## config.mk

```make
export PLATFORM = sky130hd
export DESIGN_NAME = button_gesture
export DESIGN_NICKNAME = d
export VERILOG_FILES = /design/src/rtl/button_gesture.sv
export SDC_FILE = /design/constraint.sdc
export NUM_CORES = 1
export LEC_CHECK = 0
export ABC_AREA = 0
export BUFFER_PORTS_ARGS = -buffer_cell sky130_fd_sc_hd__buf_2
export CAP_MARGIN = 20
export CORE_MARGIN = 3
export CORE_UTILIZATION = 54
export DETAILED_ROUTE_END_ITERATION = 7
export PLACE_DENSITY = 0.83
export SLEW_MARGIN = 40
export SYNTH_ARGS = -nofsm -noshare
export SYNTH_HDL_FRONTEND = slang
export SYNTH_SLANG_ARGS = --single-unit
```

## constraint.sdc

```tcl
create_clock -name clk -period 1.8 [get_ports clk]
set_clock_uncertainty 0.1 [all_clocks]
set_input_delay 0.27 -clock clk [delete_from_list [all_inputs] [get_ports clk]]
set_output_delay 0.27 -clock clk [all_outputs]
set_load 0.01 [all_outputs]
```

## src/rtl/button_gesture.sv

```systemverilog
// Classifies debounced button strobes into single-cycle gesture events:
// click, double click, long press and auto-repeat while held.
module button_gesture #(
  parameter bit ACTIVE_LOW  = 1'b1,
  parameter int CNT_W       = 24,
  parameter int LONG_CYC    = 6_000_000,
  parameter int DBL_GAP_CYC = 3_000_000,
  parameter int REPEAT_CYC  = 1_200_000
) (
  input  logic clk,
  input  logic rst_n,
  input  logic level,
  input  logic rising,
  input  logic falling,
  output logic held,
  output logic click,
  output logic double_click,
  output logic long_press,
  output logic repeat_tick
);

  typedef enum logic [2:0] {IDLE, PRESS1, WAIT2, DRAIN, LONG} state_t;

  localparam logic [CNT_W-1:0] LONG_LAST = CNT_W'(LONG_CYC - 1);
  localparam logic [CNT_W-1:0] GAP_LAST  = CNT_W'(DBL_GAP_CYC - 1);
  localparam logic [CNT_W-1:0] REP_LAST  = CNT_W'(REPEAT_CYC - 1);

  state_t           state;
  logic [CNT_W-1:0] cnt;
  logic             press_ev, release_ev;

  // Coincident strobes cancel each other out.
  always_comb begin
    press_ev   = ACTIVE_LOW ? (falling & ~rising) : (rising & ~falling);
    release_ev = ACTIVE_LOW ? (rising & ~falling) : (falling & ~rising);
  end

  always_ff @(posedge clk or negedge rst_n) begin
    if (!rst_n) begin
      state        <= IDLE;
      cnt          <= '0;
      held         <= 1'b0;
      click        <= 1'b0;
      double_click <= 1'b0;
      long_press   <= 1'b0;
      repeat_tick  <= 1'b0;
    end else begin
      held         <= ACTIVE_LOW ? ~level : level;
      click        <= 1'b0;
      double_click <= 1'b0;
      long_press   <= 1'b0;
      repeat_tick  <= 1'b0;
      unique case (state)
        IDLE: begin
          cnt <= '0;
          if (press_ev) state <= PRESS1;
        end
        PRESS1: begin
          if (release_ev) begin
            state <= WAIT2;
            cnt   <= '0;
          end else if (cnt == LONG_LAST) begin
            long_press <= 1'b1;
            state      <= LONG;
            cnt        <= '0;
          end else begin
            cnt <= cnt + 1'b1;
          end
        end
        WAIT2: begin
          if (press_ev) begin
            double_click <= 1'b1;
            state        <= DRAIN;
            cnt          <= '0;
          end else if (cnt == GAP_LAST) begin
            // Gap expired without a second press: only now is it a click.
            click <= 1'b1;
            state <= IDLE;
            cnt   <= '0;
          end else begin
            cnt <= cnt + 1'b1;
          end
        end
        DRAIN: begin
          cnt <= '0;
          if (release_ev) state <= IDLE;
        end
        LONG: begin
          if (release_ev) begin
            state <= IDLE;
            cnt   <= '0;
          end else if (cnt == REP_LAST) begin
            repeat_tick <= 1'b1;
            cnt         <= '0;
          end else begin
            cnt <= cnt + 1'b1;
          end
        end
        default: begin
          state <= IDLE;
          cnt   <= '0;
        end
      endcase
    end
  end

endmodule

```

==> qor.csv, run 1 <==
stage,metric,value,unit
sta,Tmin final,1.90,ns
flow_run,Max Cap Violations,0,
floorplanning,Starting Density,58.3,%
worst_setup_path,Critical Path End Type,flip-flop,
hold_path,HP Class,in -> reg,
placement,Placer Congestion,0.846,
worst_setup_path,crit path buf inv count,1,
synthesis,Yosys warning count,0,
clock_tree,Num CTS Buffers,5,
floorplanning,Die Footprint,4110,µm²
layout,# diodes,0,
placement,I/O Buffers,9,
worst_setup_path,WS Path Type,reg -> reg,
worst_setup_path,CP max stage delay,0.56,ns
layout,fin area,2280,µm²
drt,DR WL met3,342,µm
worst_setup_path,CP Launch Type,flip-flop,
drt,wl on met1,1910,µm
clock_tree,"Clk Latency, worst-skew pair",0.34,ns
worst_setup_path,Critical Path RT,1.96,ns
synthesis,asr flop ratio synth,100,%
synthesis,Main synth FF type,dfrtp_1,
placement,Placed Instances,249,
layout,final core utilization,73.0,%
synthesis,post-synth net total,185,
synthesis,Mapped Area,1820,µm²
pwr,leakage,0.901,nW
worst_setup_path,"delay-heaviest family, CP",simple AND/OR/NAND/NOR gates,
sta,final-report max-slew violation count,0,
sta,Final setup viols,26,
worst_setup_path,CP max FO,3,
clock_tree,H-tree depth,2,
synthesis,Mapped Cells,179,
floorplanning,die width,64.1,µm
sta,Slew headroom,52.6,%
sta,Worst Tran Pin Value,0.711,ns
drt,Via Count,1777,
sta,Hold WS,0.154,ns
sta,fin crit share,106,%
synthesis,sequential-to-total area share from yosys stat,43.9,%
clock_tree,Worst-path clk slew,0.09,ns
global_route,vias in the first global route,1700,
drt,DR vias/cell,6.66,
clock_tree,maximum clock path buffer count,2,
clock_tree,clk sinks,32,
worst_setup_path,CP max-delay cell,or4_4,
floorplanning,IO Count,10,
floorplanning,DIE HEIGHT,64.1,µm
floorplanning,row count,20,
sta,Final Hold Viols,0,
sta,post-route setup slack,-0.104,ns
placement,dpl hpwl,2910,µm
drt,post-route ant nets,0,
clock_tree,Root Driver,clkbuf_4,
synthesis,synth unique cells,46,
global_route,global route overflow,0,
global_route,pin count of the biggest net entering global routing,33,
synthesis,"FF+latch count, synth",32,
layout,Final Instance Count excl. Fillers,267,
drt,Routed wire per std cell,17.1,µm
global_route,initial antenna violation count,0,
layout,Area Overhead vs Synth,25.2,%
synthesis,area fraction of the dominant cell type after synthesis,43.9,%
drt,initial DRC count,98,
synthesis,Post-synth EDFFs,0,
pwr,Worst VDD drop,0.531,mV
drt,DR WL met2,2190,µm
layout,share of layout cells above drive strength 1,31.8,%
sta,setup TNS,-1.86,ns
layout,Final nets,228,
synthesis,"area leader, netlist",dfrtp_1,
floorplanning,Core ar.,3130,µm²
sta,fmax,525,MHz
drt,DRC Markers,0,
clock_tree,CTS tree,yes,
placement,Post-DP Area,2080,µm²
sta,RSZ-0062 raised after global routing,true,
worst_setup_path,worst-path cell chain,ha_2 > nand2_2 > or4_4 > buf_6 > or2_4 > o21ai_2,
global_route,GRT Overall Usage,23.7,%
synthesis,"top cells by area, synth","dfrtp_1 44%, a32oi_1 5.3%, a31oi_1 4.8%",
global_route,first-pass GRT wire length,7670,µm
status,status,finished with violations,
drt,drt total wl,4570,µm
status,violated checks,setup timing,
drt,First-pass DRT Iterations,4,
drt,uppermost layer routed,met4,
synthesis,syn avg cell area,10.2,µm²
pwr,pwr/cell area,708,nW/µm²
worst_setup_path,CP Data Arrival Time,2.07,ns
## worst register-to-register path, cell delays in order (launching register included)
cell and delay [ns]:
dfrtp_1 0.37, ha_2 0.21, nand2_2 0.05, or4_4 0.56
buf_6 0.15, or2_4 0.25, o21ai_2 0.14
## layer usage
layer / vias to the layer above / GRT usage [%]
met4: 0 / 11.9
met5: - / 0
li1: 789 / -
met3: 22 / 6.15
met1: 882 / 30.0
met2: 84 / 37.3
## power breakdown
part | switching, mW | leakage [nW] | internal, mW
Clock | 0.237 | 0.0326 | 0.192
Sequential | 0.0435 | 0.437 | 0.761
Combinational | 0.207 | 0.432 | 0.175
Total | 0.488 | 0.901 | 1.13
## repair_timing
item                       in CTS  in global routing
hold buffers                    3                  0
setup buffers                   6                  2
hold endpoints to repair       34                  0
setup endpoints to repair      26                 28
pin swaps                       2                  7
gates resized for setup         2                 19
gates cloned                    1                  0
## cells by family after synthesis
| logic type | after synthesis | share of synthesized area [%] |
|---|---|---|
| adders and majority gates | 1 | 0.686 |
| buffers and inverters | 16 | 5.49 |
| xor gates and xnor gates | 11 | 5.28 |
| DFF | 32 | 43.9 |
| and+or+nand+nor | 74 | 26.1 |
| AOI/OAI and AO/OA | 45 | 18.6 |
## cell usage in the layout, fill, tap and decap left out, types with 3 or more instances in the layout
| cell | n |
|---|---|
| a31oi_1 | 12 |
| a32oi_1 | 11 |
| and2_1 | 4 |
| and3_1 | 3 |
| buf_2 | 9 |
| buf_4 | 29 |
| buf_6 | 4 |
| clkbuf_4 | 5 |
| dfrtp_1 | 31 |
| dlygate4sd3_1 | 3 |
| inv_1 | 6 |
| nand2_1 | 10 |
| nand3_1 | 8 |
| nand4_1 | 6 |
| nor3_1 | 5 |
| o21ai_0 | 3 |
| o31ai_1 | 8 |
| or3_1 | 4 |
| or4_1 | 8 |
| xnor2_1 | 6 |
| xor2_1 | 5 |
## worst paths after layout
path / from / endpoint / slack, ns / depth (start not counted)
worst max-delay path: cnt[0] / state[2] / -0.10 / 6
min in group asynchronous: rst_n / cnt[19] / 0.40 / 2
worst max register to register: cnt[0] / state[2] / -0.10 / 6
worst min register to register: cnt[0] / cnt[0] / 0.44 / 2
max in group asynchronous: rst_n / cnt[8] / 0.70 / 2
worst min-delay path: falling / double_click / 0.15 / 2
## per-stage QoR
step                total power, mW  setup WS, ns
finish                         1.62        -0.104
global route                   1.70        -0.159
CTS                            1.58        -0.107
detailed placement             1.15       -0.0965
global placement               1.13       -0.0321
floorplan                      1.03       -0.0306
## cells in the mapped netlist, types with 4 or more instances
cell     number
nand2_1      11
a31oi_1      14
nor3_1        5
buf_6         5
dfrtp_1      32
xor2_1        5
xnor2_1       6
and3_1        4
or3_1         4
or4_1         8
inv_1         6
nand4_1       6
nand3_1       8
o31ai_1       8
a32oi_1      11
## state kept, by name (all words and copies together), names as in the netlist
name	flops
cnt	24
state	3
click	1
double_click	1
held	1
long_press	1
repeat_tick	1
## cell type report
type / instances / area (µm²)
Clock buffer: 8 / 58.8
Fill cell: 191 / 843
Inverter: 6 / 22.5
Multi-Input combinational cell: 131 / 988
Sequential cell: 32 / 802
Tap cell: 44 / 55.1
Timing Repair Buffer: 46 / 358
No activity file was read; power rests on OpenSTA's default activity.
==> run 2, diff against run 1 <==
--- a/config.mk
+++ b/config.mk
@@ -9,5 +9,5 @@
 export BUFFER_PORTS_ARGS = -buffer_cell sky130_fd_sc_hd__buf_2
 export CAP_MARGIN = 20
-export CORE_MARGIN = 3
+export CORE_MARGIN = 1.5
 export CORE_UTILIZATION = 54
 export DETAILED_ROUTE_END_ITERATION = 7
==> constraint.sdc (replaced) <==
create_clock -name clk -period 1.8 [get_ports clk]
set_clock_uncertainty 0.1 [all_clocks]
set_input_delay 0.27 -clock clk [delete_from_list [all_inputs] [get_ports clk]]
set_output_delay 0.27 -clock clk [all_outputs]
set_load 0.05 [all_outputs]
==> qor.csv, run 2 (same netlist as run 1, synthesis figures left out) <==
stage,metric,value,unit
sta,fin crit share,107,%
floorplanning,row count,20,
worst_setup_path,Critical Path RT,1.91,ns
global_route,pin count of the biggest net entering global routing,33,
status,status,finished with violations,
drt,initial DRC count,151,
sta,post-route setup slack,-0.119,ns
drt,Routed wire per std cell,17.4,µm
floorplanning,die width,61.1,µm
global_route,initial antenna violation count,0,
drt,First-pass DRT Iterations,4,
pwr,clock share of power,23.8,%
pwr,Worst VDD drop,0.339,mV
worst_setup_path,Critical Path End Type,flip-flop,
layout,Fill cells,218,
clock_tree,H-tree depth,2,
sta,Hold WS,0.0349,ns
worst_setup_path,flop2flop setup slack,-0.12,ns
global_route,vias in the first global route,1696,
layout,share of layout cells above drive strength 1,27.4,%
worst_setup_path,CP startpoint,cnt[1],
sta,fmax,521,MHz
placement,Placed Instances,254,
status,violated checks,setup timing,
layout,Seq. cell area,801,µm²
layout,Area Overhead vs Synth,21.5,%
layout,Final Instance Count excl. Fillers,263,
placement,I/O Buffers,9,
pwr,leakage,0.885,nW
layout,max reg flops,24,
worst_setup_path,R2R Path End,cnt[19],
clock_tree,Worst-path clk slew,0.09,ns
clock_tree,CTS tree,yes,
worst_setup_path,worst r2r src,cnt[1],
layout,multi-input logic area,950,µm²
sta,Tmin final,1.92,ns
sta,final-report max-slew violation count,0,
placement,Placer Congestion,0.920,
layout,Final nets,225,
worst_setup_path,CP max FO,24,
pwr,Net Sw Frac,31.2,%
placement,dpl hpwl,3220,µm
worst_setup_path,CP Data Arrival Time,2.03,ns
drt,DR vias/cell,6.43,
layout,"most common cell after layout, fill and taps aside",dfrtp_1,
floorplanning,Core ar.,3130,µm²
floorplanning,Die Footprint,3740,µm²
layout,# diodes,0,
global_route,first-pass GRT wire length,7810,µm
sta,Slew headroom,51.7,%
floorplanning,DIE HEIGHT,61.1,µm
worst_setup_path,WS Path Type,reg -> reg,
layout,most used cells in the layout excluding fill and tap cells,"32 x dfrtp_1, 29 x buf_4, 14 x a31oi_1",
placement,pre-CTS setup slack,-0.105,ns
hold_path,HP Class,in -> reg,
pwr,Seq pwr share,50.4,%
clock_tree,clk sinks,32,
pwr,Internal,1.07,mW
clock_tree,Num CTS Buffers,5,
floorplanning,Starting Density,58.3,%
worst_setup_path,worst r2r path cells,6,
sta,Worst Tran Pin Value,0.724,ns
floorplanning,IO Count,10,
worst_setup_path,CP Launch Type,flip-flop,
drt,drt total wl,4590,µm
clock_tree,"Clk Latency, worst-skew pair",0.33,ns
pwr,Comb pwr share,25.8,%
pwr,Sw Pwr,486,µW
drt,post-route ant nets,0,
layout,register with the most flip-flops,cnt,
clock_tree,"Setup Fix Bufs, Post-CTS",0,
sta,Final Hold Viols,0,
flow_run,Max Cap Violations,0,
clock_tree,Root Driver,clkbuf_4,
worst_setup_path,CP endpoint,cnt[19],
drt,Via Count,1690,
sta,RSZ-0062 raised after global routing,true,
layout,biggest regs,"cnt: 24 flops, state: 3 flops",
pwr,pwr/cell area,704,nW/µm²
drt,DRC Markers,0,
global_route,global route overflow,0,
sta,Final setup viols,24,
clock_tree,maximum clock path buffer count,2,
global_route,GRT Overall Usage,28.4,%
[run 2: cell count changes in the layout (fill, tap and decap cells not counted), moves of 2 or more]
cell	change
buf_12	+2
buf_6	-4
a31oi_2	-2
a31oi_1	+2
[run 2: stage by stage]
| stage | instance area [µm²] | util [%] | total power, mW | TNS (ns) |
|---|---|---|---|---|
| after floorplan | 1830 | - | 1.04 | -0.433 |
| after global placement | 2130 | 68.0 | 1.16 | -0.776 |
| after detailed placement | 2130 | 68.0 | 1.19 | -2.02 |
| after CTS | 2190 | 70.1 | 1.56 | -2.26 |
| after global routing | 2220 | 70.9 | 1.65 | -4.37 |
| final | 2220 | 70.9 | 1.56 | -2.43 |
[run 2: final cells by class]
type	count	area share (%)
Multi-Input combinational cell	131	42.8
Tap cell	44	2.48
Clock buffer	6	1.86
Timing Repair Buffer	43	15.5
Inverter	6	1.02
Sequential cell	32	36.1
Clock inverter	1	0.226
[run 2: layer usage]
layer / vias up / wire (µm) / track usage [%]
li1: 784 / - / -
met1: 823 / 1930 / 35.8
met2: 78 / 2340 / 46.7
met3: 5 / 270 / 7.35
met4: 0 / 48 / 10.9
met5: - / 0 / 0
[run 2: power by group through the flow]
stage / sequential (mW) / clock (mW) / combinational [mW]
floorplan: 0.818 / 0 / 0.220
global placement: 0.798 / 0 / 0.363
detailed placement: 0.801 / 0 / 0.387
CTS: 0.787 / 0.386 / 0.392
global route: 0.795 / 0.415 / 0.436
finish: 0.787 / 0.371 / 0.402
[run 2: critical path, cell delays in order, from the launching register on]
cell     delay, ns
dfrtp_1       0.37
ha_2          0.20
nand2_2       0.05
or4_4         0.60
o21ai_4       0.17
buf_12        0.19
a32oi_1       0.12
[run 2: what timing repair did]
item	CTS	global route
hold buffers	2	0
pin swaps	0	0
setup endpoints to repair	27	28
cloned	0	0
resized for setup	0	8
hold endpoints to repair	33	0
[run 2: worst min path at each step]
stage | startpoint | endpoint | slack (ns) | cells after the start
final | rising | double_click | 0.03 | 2
after detailed placement | rst_n | double_click | 0.25 | 1
after global routing | rising | double_click | 0.02 | 2
after global placement | rst_n | held | 0.24 | 1
after floorplan | rst_n | click | -0.13 | 0
after CTS | rising | double_click | 0.01 | 2
==> run 3, diff against run 2 <==
--- a/config.mk
+++ b/config.mk
@@ -13,4 +13,5 @@
 export DETAILED_ROUTE_END_ITERATION = 7
 export PLACE_DENSITY = 0.83
+export RECOVER_POWER = 100
 export SLEW_MARGIN = 40
 export SYNTH_ARGS = -nofsm -noshare
==> constraint.sdc (replaced) <==
create_clock -name clk -period 1.8 [get_ports clk]
set_clock_uncertainty 0.1 [all_clocks]
set_input_delay 0.27 -clock clk [delete_from_list [all_inputs] [get_ports clk]]
set_output_delay 0.27 -clock clk [all_outputs]
set_load 0.02 [all_outputs]
==> qor.csv, run 3 (same netlist as run 1, synthesis figures left out) <==
stage,metric,value,unit
worst_setup_path,CP max stage delay,0.60,ns
placement,Placer Congestion,0.920,
sta,fin crit share,107,%
worst_setup_path,CP max FO,24,
pwr,clock share of power,24.0,%
drt,First-pass DRT Iterations,4,
sta,Slew headroom,46.3,%
sta,Tmin final,1.92,ns
pwr,leakage,0.866,nW
placement,pre-CTS setup slack,-0.105,ns
floorplanning,Die Footprint,3740,µm²
drt,post-route ant nets,0,
layout,register with the most flip-flops,cnt,
placement,Placed Instances,254,
pwr,Pwr Total,1.56,mW
sta,Final Hold Viols,0,
clock_tree,Num CTS Buffers,5,
global_route,initial antenna violation count,0,
layout,"most common cell after layout, fill and taps aside",dfrtp_1,
layout,most used cells in the layout excluding fill and tap cells,"32 x dfrtp_1, 29 x buf_4, 14 x a31oi_1",
clock_tree,"Setup Fix Bufs, Post-CTS",0,
layout,Area Overhead vs Synth,21.2,%
global_route,GRT Overall Usage,28.4,%
worst_setup_path,CP Data Arrival Time,2.03,ns
floorplanning,IO Count,10,
drt,DR vias/cell,6.35,
global_route,first-pass GRT wire length,7810,µm
layout,max reg flops,24,
sta,Final setup viols,24,
pwr,Seq pwr share,50.6,%
layout,Fill cells,223,
clock_tree,clk sinks,32,
layout,final core utilization,70.7,%
layout,# diodes,0,
worst_setup_path,WS Path Type,reg -> reg,
drt,Via Count,1671,
pwr,pwr/cell area,704,nW/µm²
worst_setup_path,"delay-heaviest family, CP",simple AND/OR/NAND/NOR gates,
drt,DRC Markers,0,
pwr,Comb pwr share,25.4,%
floorplanning,DIE HEIGHT,61.1,µm
pwr,Net Sw Frac,31.0,%
drt,Routed wire per std cell,17.5,µm
sta,Worst Tran Pin Value,0.805,ns
worst_setup_path,CP max-delay cell,or4_4,
floorplanning,die width,61.1,µm
global_route,pin count of the biggest net entering global routing,33,
clock_tree,Worst-path clk slew,0.09,ns
floorplanning,Starting Density,58.3,%
status,violated checks,setup timing,
global_route,vias in the first global route,1696,
clock_tree,Root Driver,clkbuf_4,
status,status,finished with violations,
drt,initial DRC count,151,
sta,RSZ-0062 raised after global routing,true,
sta,Hold WS,0.0334,ns
clock_tree,"Clk Latency, worst-skew pair",0.33,ns
placement,I/O Buffers,9,
drt,drt total wl,4600,µm
sta,setup TNS,-2.40,ns
sta,final-report max-slew violation count,0,
sta,fmax,521,MHz
worst_setup_path,CP Launch Type,flip-flop,
clock_tree,H-tree depth,2,
floorplanning,Core ar.,3130,µm²
worst_setup_path,Critical Path End Type,flip-flop,
placement,dpl hpwl,3220,µm
clock_tree,maximum clock path buffer count,2,
hold_path,HP Class,in -> reg,
worst_setup_path,crit path buf inv count,1,
worst_setup_path,worst-path cell chain,ha_2 > nand2_2 > or4_4 > o21ai_4 > buf_12 > a32oi_1,
sta,post-route setup slack,-0.120,ns
layout,Final Instance Count excl. Fillers,263,
placement,Post-DP Area,2130,µm²
floorplanning,row count,20,
global_route,global route overflow,0,
pwr,Internal,1.07,mW
layout,fin area,2210,µm²
layout,Final nets,225,
flow_run,Max Cap Violations,0,
pwr,Worst VDD drop,0.339,mV
clock_tree,CTS tree,yes,
layout,biggest regs,"cnt: 24 flops, state: 3 flops",
pwr,Sw Pwr,483,µW
worst_setup_path,Critical Path RT,1.91,ns
layout,share of layout cells above drive strength 1,25.1,%
==> run 3: path summary, 6_finish.rpt <==
kind | startpoint | to | slack (ns) | cells past startpoint
worst min register to register | state[2] | state[0] | 0.43 | 1
worst max-delay path | cnt[1] | cnt[19] | -0.12 | 6
worst max register to register | cnt[1] | cnt[19] | -0.12 | 6
worst min-delay path | rising | double_click | 0.03 | 2
max in group asynchronous | rst_n | cnt[11] | 0.62 | 2
min in group asynchronous | rst_n | cnt[14] | 0.47 | 2
==> run 3: what timing repair did <==
item                       in CTS  in global routing
gates resized for setup         0                  8
hold endpoints to repair       33                  0
setup endpoints to repair      27                 28
hold buffers                    2                  0
==> run 3: final cells by class <==
type,instances,area [µm²],area share [%]
clock buffers,6,41.3,1.87
clock inverters,1,5.00,0.226
inverters,6,22.5,1.02
multi-input cells,131,950,43.0
flip-flops and latches,32,801,36.2
well taps,44,55.1,2.49
repair buffers,43,337,15.2
==> run 3: power by group through the flow <==
stage	sequential [mW]	clock, mW	combinational [mW]
2_1_floorplan	0.809	0	0.220
3_3_place_gp	0.798	0	0.354
3_5_place_dp	0.801	0	0.378
4_1_cts	0.787	0.386	0.383
5_1_grt	0.795	0.415	0.426
6_report	0.787	0.374	0.395
==> run 3: layer usage <==
layer	global-route usage (%)	vias to the layer above	part of all wire, %
met2	46.7	67	51
met3	7.35	5	4.7
met4	10.9	0	1.0
met5	0	-	0
met1	35.8	816	44
li1	-	783	-
